==> src/rtl/mem_arbiter.sv <==
`default_nettype none
// ============================================================================
// Module   : mem_arbiter
// Brief    : Two-client round-robin arbiter and sequencer in front of the
//            multi-cycle dummy_mem. Handles one transaction at a time and
//            returns read data with a done pulse.
// Options  : MEM_ARB_TIMEOUT_EN - enables the RD/WR watchdog (TIMEOUT_CYCLES)
// Revision : 1.0 - initial release
// ============================================================================
module mem_arbiter #(
  parameter int AW             = 32,
  parameter int DW             = 32,
  parameter int TIMEOUT_CYCLES = 64
) (
  input  logic          clk,
  input  logic          rst_n,
  input  logic          req0_valid,
  input  logic          req0_we,
  input  logic [AW-1:0] req0_addr,
  input  logic [DW-1:0] req0_wdata,
  output logic          req0_grant,
  output logic          req0_done,
  input  logic          req1_valid,
  input  logic          req1_we,
  input  logic [AW-1:0] req1_addr,
  input  logic [DW-1:0] req1_wdata,
  output logic          req1_grant,
  output logic          req1_done,
  output logic [DW-1:0] rdata,
  output logic          mem_re,
  output logic          mem_we,
  output logic [AW-1:0] mem_r_addr,
  output logic [AW-1:0] mem_w_addr,
  output logic [DW-1:0] mem_d_in,
  input  logic [DW-1:0] mem_d_out,
  input  logic          mem_r_finished,
  input  logic          mem_w_finished,
  output logic          busy,
  output logic          timeout_err
);

  typedef enum logic [2:0] {
    ST_IDLE  = 3'd0,
    ST_RD    = 3'd1,
    ST_WR    = 3'd2,
    ST_DONE  = 3'd3,
    ST_DRAIN = 3'd4
  } state_t;

  state_t        r_state;
  state_t        w_state_nxt;
  logic          r_id;       // requester owning the current transaction
  logic          r_last;     // requester granted most recently
  logic          r_grant0;
  logic          r_grant1;
  logic [AW-1:0] r_addr;
  logic [DW-1:0] r_wdata;
  logic [DW-1:0] r_rdata;
  logic          w_any;
  logic          w_pick;     // 0 = requester 0 wins, 1 = requester 1 wins
  logic          w_pick_we;
  logic          w_xfer;     // in RD or WR
  logic          w_fin;      // finished flag matching the current type
  logic          w_tmo;

  assign w_any     = req0_valid | req1_valid;
  assign w_pick_we = w_pick ? req1_we : req0_we;
  assign w_xfer    = (r_state == ST_RD) || (r_state == ST_WR);
  assign w_fin     = (r_state == ST_RD) ? mem_r_finished : mem_w_finished;

  // Winner selection: a lone requester wins, contention goes to the one not granted last
  always_comb begin
    w_pick = 1'b0;
    if (req0_valid && req1_valid) begin
      w_pick = ~r_last;
    end else if (req1_valid) begin
      w_pick = 1'b1;
    end
  end

`ifdef MEM_ARB_TIMEOUT_EN
  localparam int CW = $clog2(TIMEOUT_CYCLES + 1);

  logic [CW-1:0] r_cnt;
  logic          r_tmo_err;

  assign w_tmo       = w_xfer && (r_cnt == CW'(TIMEOUT_CYCLES));
  assign timeout_err = r_tmo_err;

  // Watchdog: cleared while idle so it starts at zero on RD/WR entry; sticky error
  always_ff @(posedge clk or negedge rst_n) begin
    if (!rst_n) begin
      r_cnt     <= '0;
      r_tmo_err <= 1'b0;
    end else begin
      if (r_state == ST_IDLE) begin
        r_cnt <= '0;
      end else if (w_xfer) begin
        r_cnt <= r_cnt + CW'(1);
      end
      if (w_tmo && !w_fin) begin
        r_tmo_err <= 1'b1;
      end
    end
  end
`else
  assign w_tmo       = 1'b0;
  assign timeout_err = 1'b0;
`endif

  // State register
  always_ff @(posedge clk or negedge rst_n) begin
    if (!rst_n) begin
      r_state <= ST_IDLE;
    end else begin
      r_state <= w_state_nxt;
    end
  end

  // Next-state and state-decoded outputs; memory strobes drop as soon as reset forces IDLE
  always_comb begin
    w_state_nxt = r_state;
    mem_re      = 1'b0;
    mem_we      = 1'b0;
    req0_done   = 1'b0;
    req1_done   = 1'b0;
    busy        = (r_state != ST_IDLE);
    case (r_state)
      ST_IDLE: begin
        if (w_any) begin
          w_state_nxt = w_pick_we ? ST_WR : ST_RD;
        end
      end
      ST_RD: begin
        mem_re = 1'b1;
        if (w_fin || w_tmo) begin
          w_state_nxt = ST_DONE;
        end
      end
      ST_WR: begin
        mem_we = 1'b1;
        if (w_fin || w_tmo) begin
          w_state_nxt = ST_DONE;
        end
      end
      ST_DONE: begin
        req0_done   = ~r_id;
        req1_done   = r_id;
        w_state_nxt = ST_DRAIN;
      end
      ST_DRAIN: begin
        if (!mem_r_finished && !mem_w_finished) begin
          w_state_nxt = ST_IDLE;
        end
      end
      default: begin
        w_state_nxt = ST_IDLE;
      end
    endcase
  end

  // Request capture, grant pulses, round-robin pointer and read-data capture
  always_ff @(posedge clk or negedge rst_n) begin
    if (!rst_n) begin
      r_id     <= 1'b0;
      r_last   <= 1'b1;
      r_grant0 <= 1'b0;
      r_grant1 <= 1'b0;
      r_addr   <= '0;
      r_wdata  <= '0;
      r_rdata  <= '0;
    end else begin
      r_grant0 <= 1'b0;
      r_grant1 <= 1'b0;
      if ((r_state == ST_IDLE) && w_any) begin
        r_id     <= w_pick;
        r_last   <= w_pick;
        r_grant0 <= ~w_pick;
        r_grant1 <= w_pick;
        r_addr   <= w_pick ? req1_addr  : req0_addr;
        r_wdata  <= w_pick ? req1_wdata : req0_wdata;
      end
      if ((r_state == ST_RD) && mem_r_finished) begin
        r_rdata <= mem_d_out;
      end else if (w_tmo) begin
        r_rdata <= '0;
      end
    end
  end

  assign req0_grant = r_grant0;
  assign req1_grant = r_grant1;
  assign rdata      = r_rdata;
  assign mem_r_addr = r_addr;
  assign mem_w_addr = r_addr;
  assign mem_d_in   = r_wdata;

endmodule
`default_nettype wire

==> config.mk <==
export PLATFORM = sky130hd
export DESIGN_NAME = mem_arbiter
export DESIGN_NICKNAME = d
export VERILOG_FILES = /design/src/rtl/mem_arbiter.sv
export SDC_FILE = /design/constraint.sdc
export NUM_CORES = 1
export LEC_CHECK = 0
export CAP_MARGIN = 0
export CORE_AREA = 2 2 117 119
export CTS_CLUSTER_SIZE = 16
export DETAILED_ROUTE_END_ITERATION = 10
export DIE_AREA = 0 0 119 121
export PLACE_DENSITY = 0.8
export SLEW_MARGIN = 30
export SYNTH_ARGS = -nofsm -noshare
export SYNTH_HDL_FRONTEND = slang
export SYNTH_SLANG_ARGS = --single-unit
==> constraint.sdc <==
create_clock -name clk -period 2.2 [get_ports clk]
set_input_delay 0.22 -clock clk [delete_from_list [all_inputs] [get_ports clk]]
set_output_delay 0.22 -clock clk [all_outputs]
set_load 0.02 [all_outputs]
==> impl_metrics.toml <==
[status]
status = "finished, final reports clean"

[cts]
cts_sinks = 103
cts_buffers = 9
clock_latency_ns = 0.34
h-tree-depth = 3
cts_tree = "done"
clockRootBuffer = "clkbuf_16"
postCtsSetupRepairBufs = 0
path_clk_slew_ns = 0.07
cts_buffer_depth = 2

[final_layout]
postLayoutCellArea_mm2 = 0.00799
utilization_pct = 61.1
syn2layout_area_growth_pct = 67.9
n_antenna_cell = 0
instances_no_fill = 798
nets = 785
drive_gt1_share_pct = 10.1

[pwr]
power.density_mw_per_mm2 = 1480
max-vdd-ir-drop_mv = 0.763
p_leak_nw = 3.58

[yosys]
synth.most_common_cell = "dfrtp_1"
synth_warnings = 0
yosysSeqAreaShare_pct = 54.2
syn_nets = 526
netlist_instances = 358
ys.flop_type = "dfrtp_1"
synth_top_area_share_pct = 53.6
syn_area_mm2 = 0.00476
synth-seq-cells = 103
ys_types = 30
syn_area_per_cell_um2 = 13.3
synth_area_leader_cell = "dfrtp_1"
synth-edff-count = 0
synthTopCellsByCount = "dfrtp_1 (102), and3_1 (66), a221o_1 (64), buf_4 (33), mux2_4 (30)"
synthArstFlopShare_pct = 100
synth_area_leaders = "dfrtp_1 (54%), a221o_1 (13%), mux2_4 (9.5%)"

[global_route]
antenna_found_initial = 0
grt_overflow = 0
grt_usage_pct = 20.6
grt_pass1_vias = 4409
grt_pass1_wl_mm = 23.4
grt_max_degree = 49

[critical_path]
worstPathRequired_ns = 1.98
cp_max_fo = 7
crit_path_end_kind = "output pin"
r2r_slack_ns = 0.42
cpMaxStageDelayCell = "clkdlybuf4s50_1"
path_class = "register to output pin"
rr_startpoint = "r_state[0]"
cp.arrival_ns = 1.88
cp_cell_sequence = "nor3_4, inv_1, clkdlybuf4s50_1"
r2r_cells = 4
startpoint_type = "register"
r2r_end = "mem_r_addr[25]"
max_stage_delay_ns = 0.55

[sta]
finalMaxSlewViolations = 0
period_needed_ns = 2.10
finalHoldViolCount = 0
fin_crit_sh_pct = 95.2
fin_skew_ns = 0.00874
slew_headroom_pct = 58.2
rsz0062_at_grt = "false"
setup_viol = 0
fmax_ghz = 0.477
fin_tns_setup_ns = 0
worst_hold_slack_ns = 0.441
tightest_slew_ns = 0.627

[worst_hold_path]
worstHoldPathType = "input pin to asynchronous set/reset pin"

[drt]
first_iter_violations = 216
wire_per_inst_um = 18.9
via_per_inst = 5.13
ant_nets = 0
drt-total-wl_mm = 15.1
dr.pass1.iters = 4
drc = 0
routed-via-count = 4097

[placement]
place_congestion = 0.865
dpl_cell_area_mm2 = 0.00767
io_buffers = 302
dp_hpwl_mm = 11.2
dp_cells = 781

[floorplanning]
core-area_mm2 = 0.0131
die_h_um = 121
io_pins = 304
rows = 42
die_w_um = 119
die_area_mm2 = 0.0144
start_util_pct = 36.4

[flow_run]
max_cap_viol_count = 0
cells in the final DEF, fill, tap and decap left out, types with 2 or more instances in the layout:
| cell type | count |
|---|---|
| dfrtp_1 | 102 |
| clkdlybuf4s50_1 | 300 |
| a21o_1 | 2 |
| mux2_1 | 2 |
| a221o_1 | 64 |
| mux2i_1 | 2 |
| buf_12 | 3 |
| nor2b_1 | 2 |
| inv_1 | 3 |
| clkbuf_16 | 9 |
| and3_1 | 65 |
| mux2_4 | 30 |
| clkbuf_8 | 2 |
| nand2b_1 | 2 |
| buf_4 | 9 |
per-stage QoR:
step | power (W) | setup slack [ns]
after floorplan | 0.00737 | 0.689
after global placement | 0.0101 | 0.374
after detailed placement | 0.0102 | 0.306
after CTS | 0.0119 | 0.0251
after global routing | 0.0124 | 0.0158
final | 0.0118 | 0.105
where the power goes:
group / internal (W) / switching [W]
clock network: 0.000950 / 0.000690
registers: 0.00283 / 0.000699
logic: 0.00353 / 0.00309
total: 0.00731 / 0.00448
per-layer routing:
layer	GRT usage, %	wire [µm]
met3	4.98	1050
met1	23.8	5760
met4	8.48	463
met2	36.6	7800
met5	0	0
what timing repair did:
| action | 4_1_cts | 5_1_grt |
|---|---|---|
| hold buffers | 1 | 0 |
| hold endpoints to repair | 46 | 0 |
| gates resized for setup | 0 | 1 |
| setup endpoints to repair | 0 | 2 |
worst max-delay path by stage:
stage	startpoint	endpoint	slack, ns	cells after the start
2_1_floorplan	r_state[1]	mem_d_in[25]	0.69	6
3_3_place_gp	req1_valid	mem_r_addr[24]	0.37	5
3_5_place_dp	req1_valid	mem_r_addr[8]	0.31	5
4_1_cts	r_state[1]	busy	0.03	3
5_1_grt	r_state[2]	busy	0.02	3
6_report	r_state[0]	busy	0.10	3
worst max-delay path: cells and delay by family, from the launching register on:
kind | cells | cell delay (ns)
buffers and inverters | 2 | 0.64
DFF | 1 | 0.48
and+or+nand+nor | 1 | 0.42
kinds of logic (layout without fill, tap and decap cells):
kind of cell | after synthesis | after routing | synth area share, %
buffers and inverters | 69 | 333 | 10.2
other | 1 | 1 | 0.0788
AOI/OAI and AO/OA | 74 | 74 | 14.9
muxes | 34 | 34 | 10.4
and+or+nand+nor | 77 | 77 | 10.3
DFF | 103 | 103 | 54.2
cell type report:
cell class | count | area (µm²)
Clock buffer | 12 | 256
Clock inverter | 4 | 52.6
Fill cell | 1041 | 5090
Inverter | 3 | 11.3
Multi-Input combinational cell | 186 | 1720
Sequential cell | 103 | 2580
Tap cell | 176 | 220
Timing Repair Buffer | 314 | 3150
sequential cells by signal, summed over array words and instances, names as in the netlist:
register	count
req1_grant	1
mem_d_in	32
req0_grant	1
r_state	3
r_last	1
rdata	32
mem_r_addr	32
r_id	1
No activity file was read; power rests on OpenSTA's default activity.
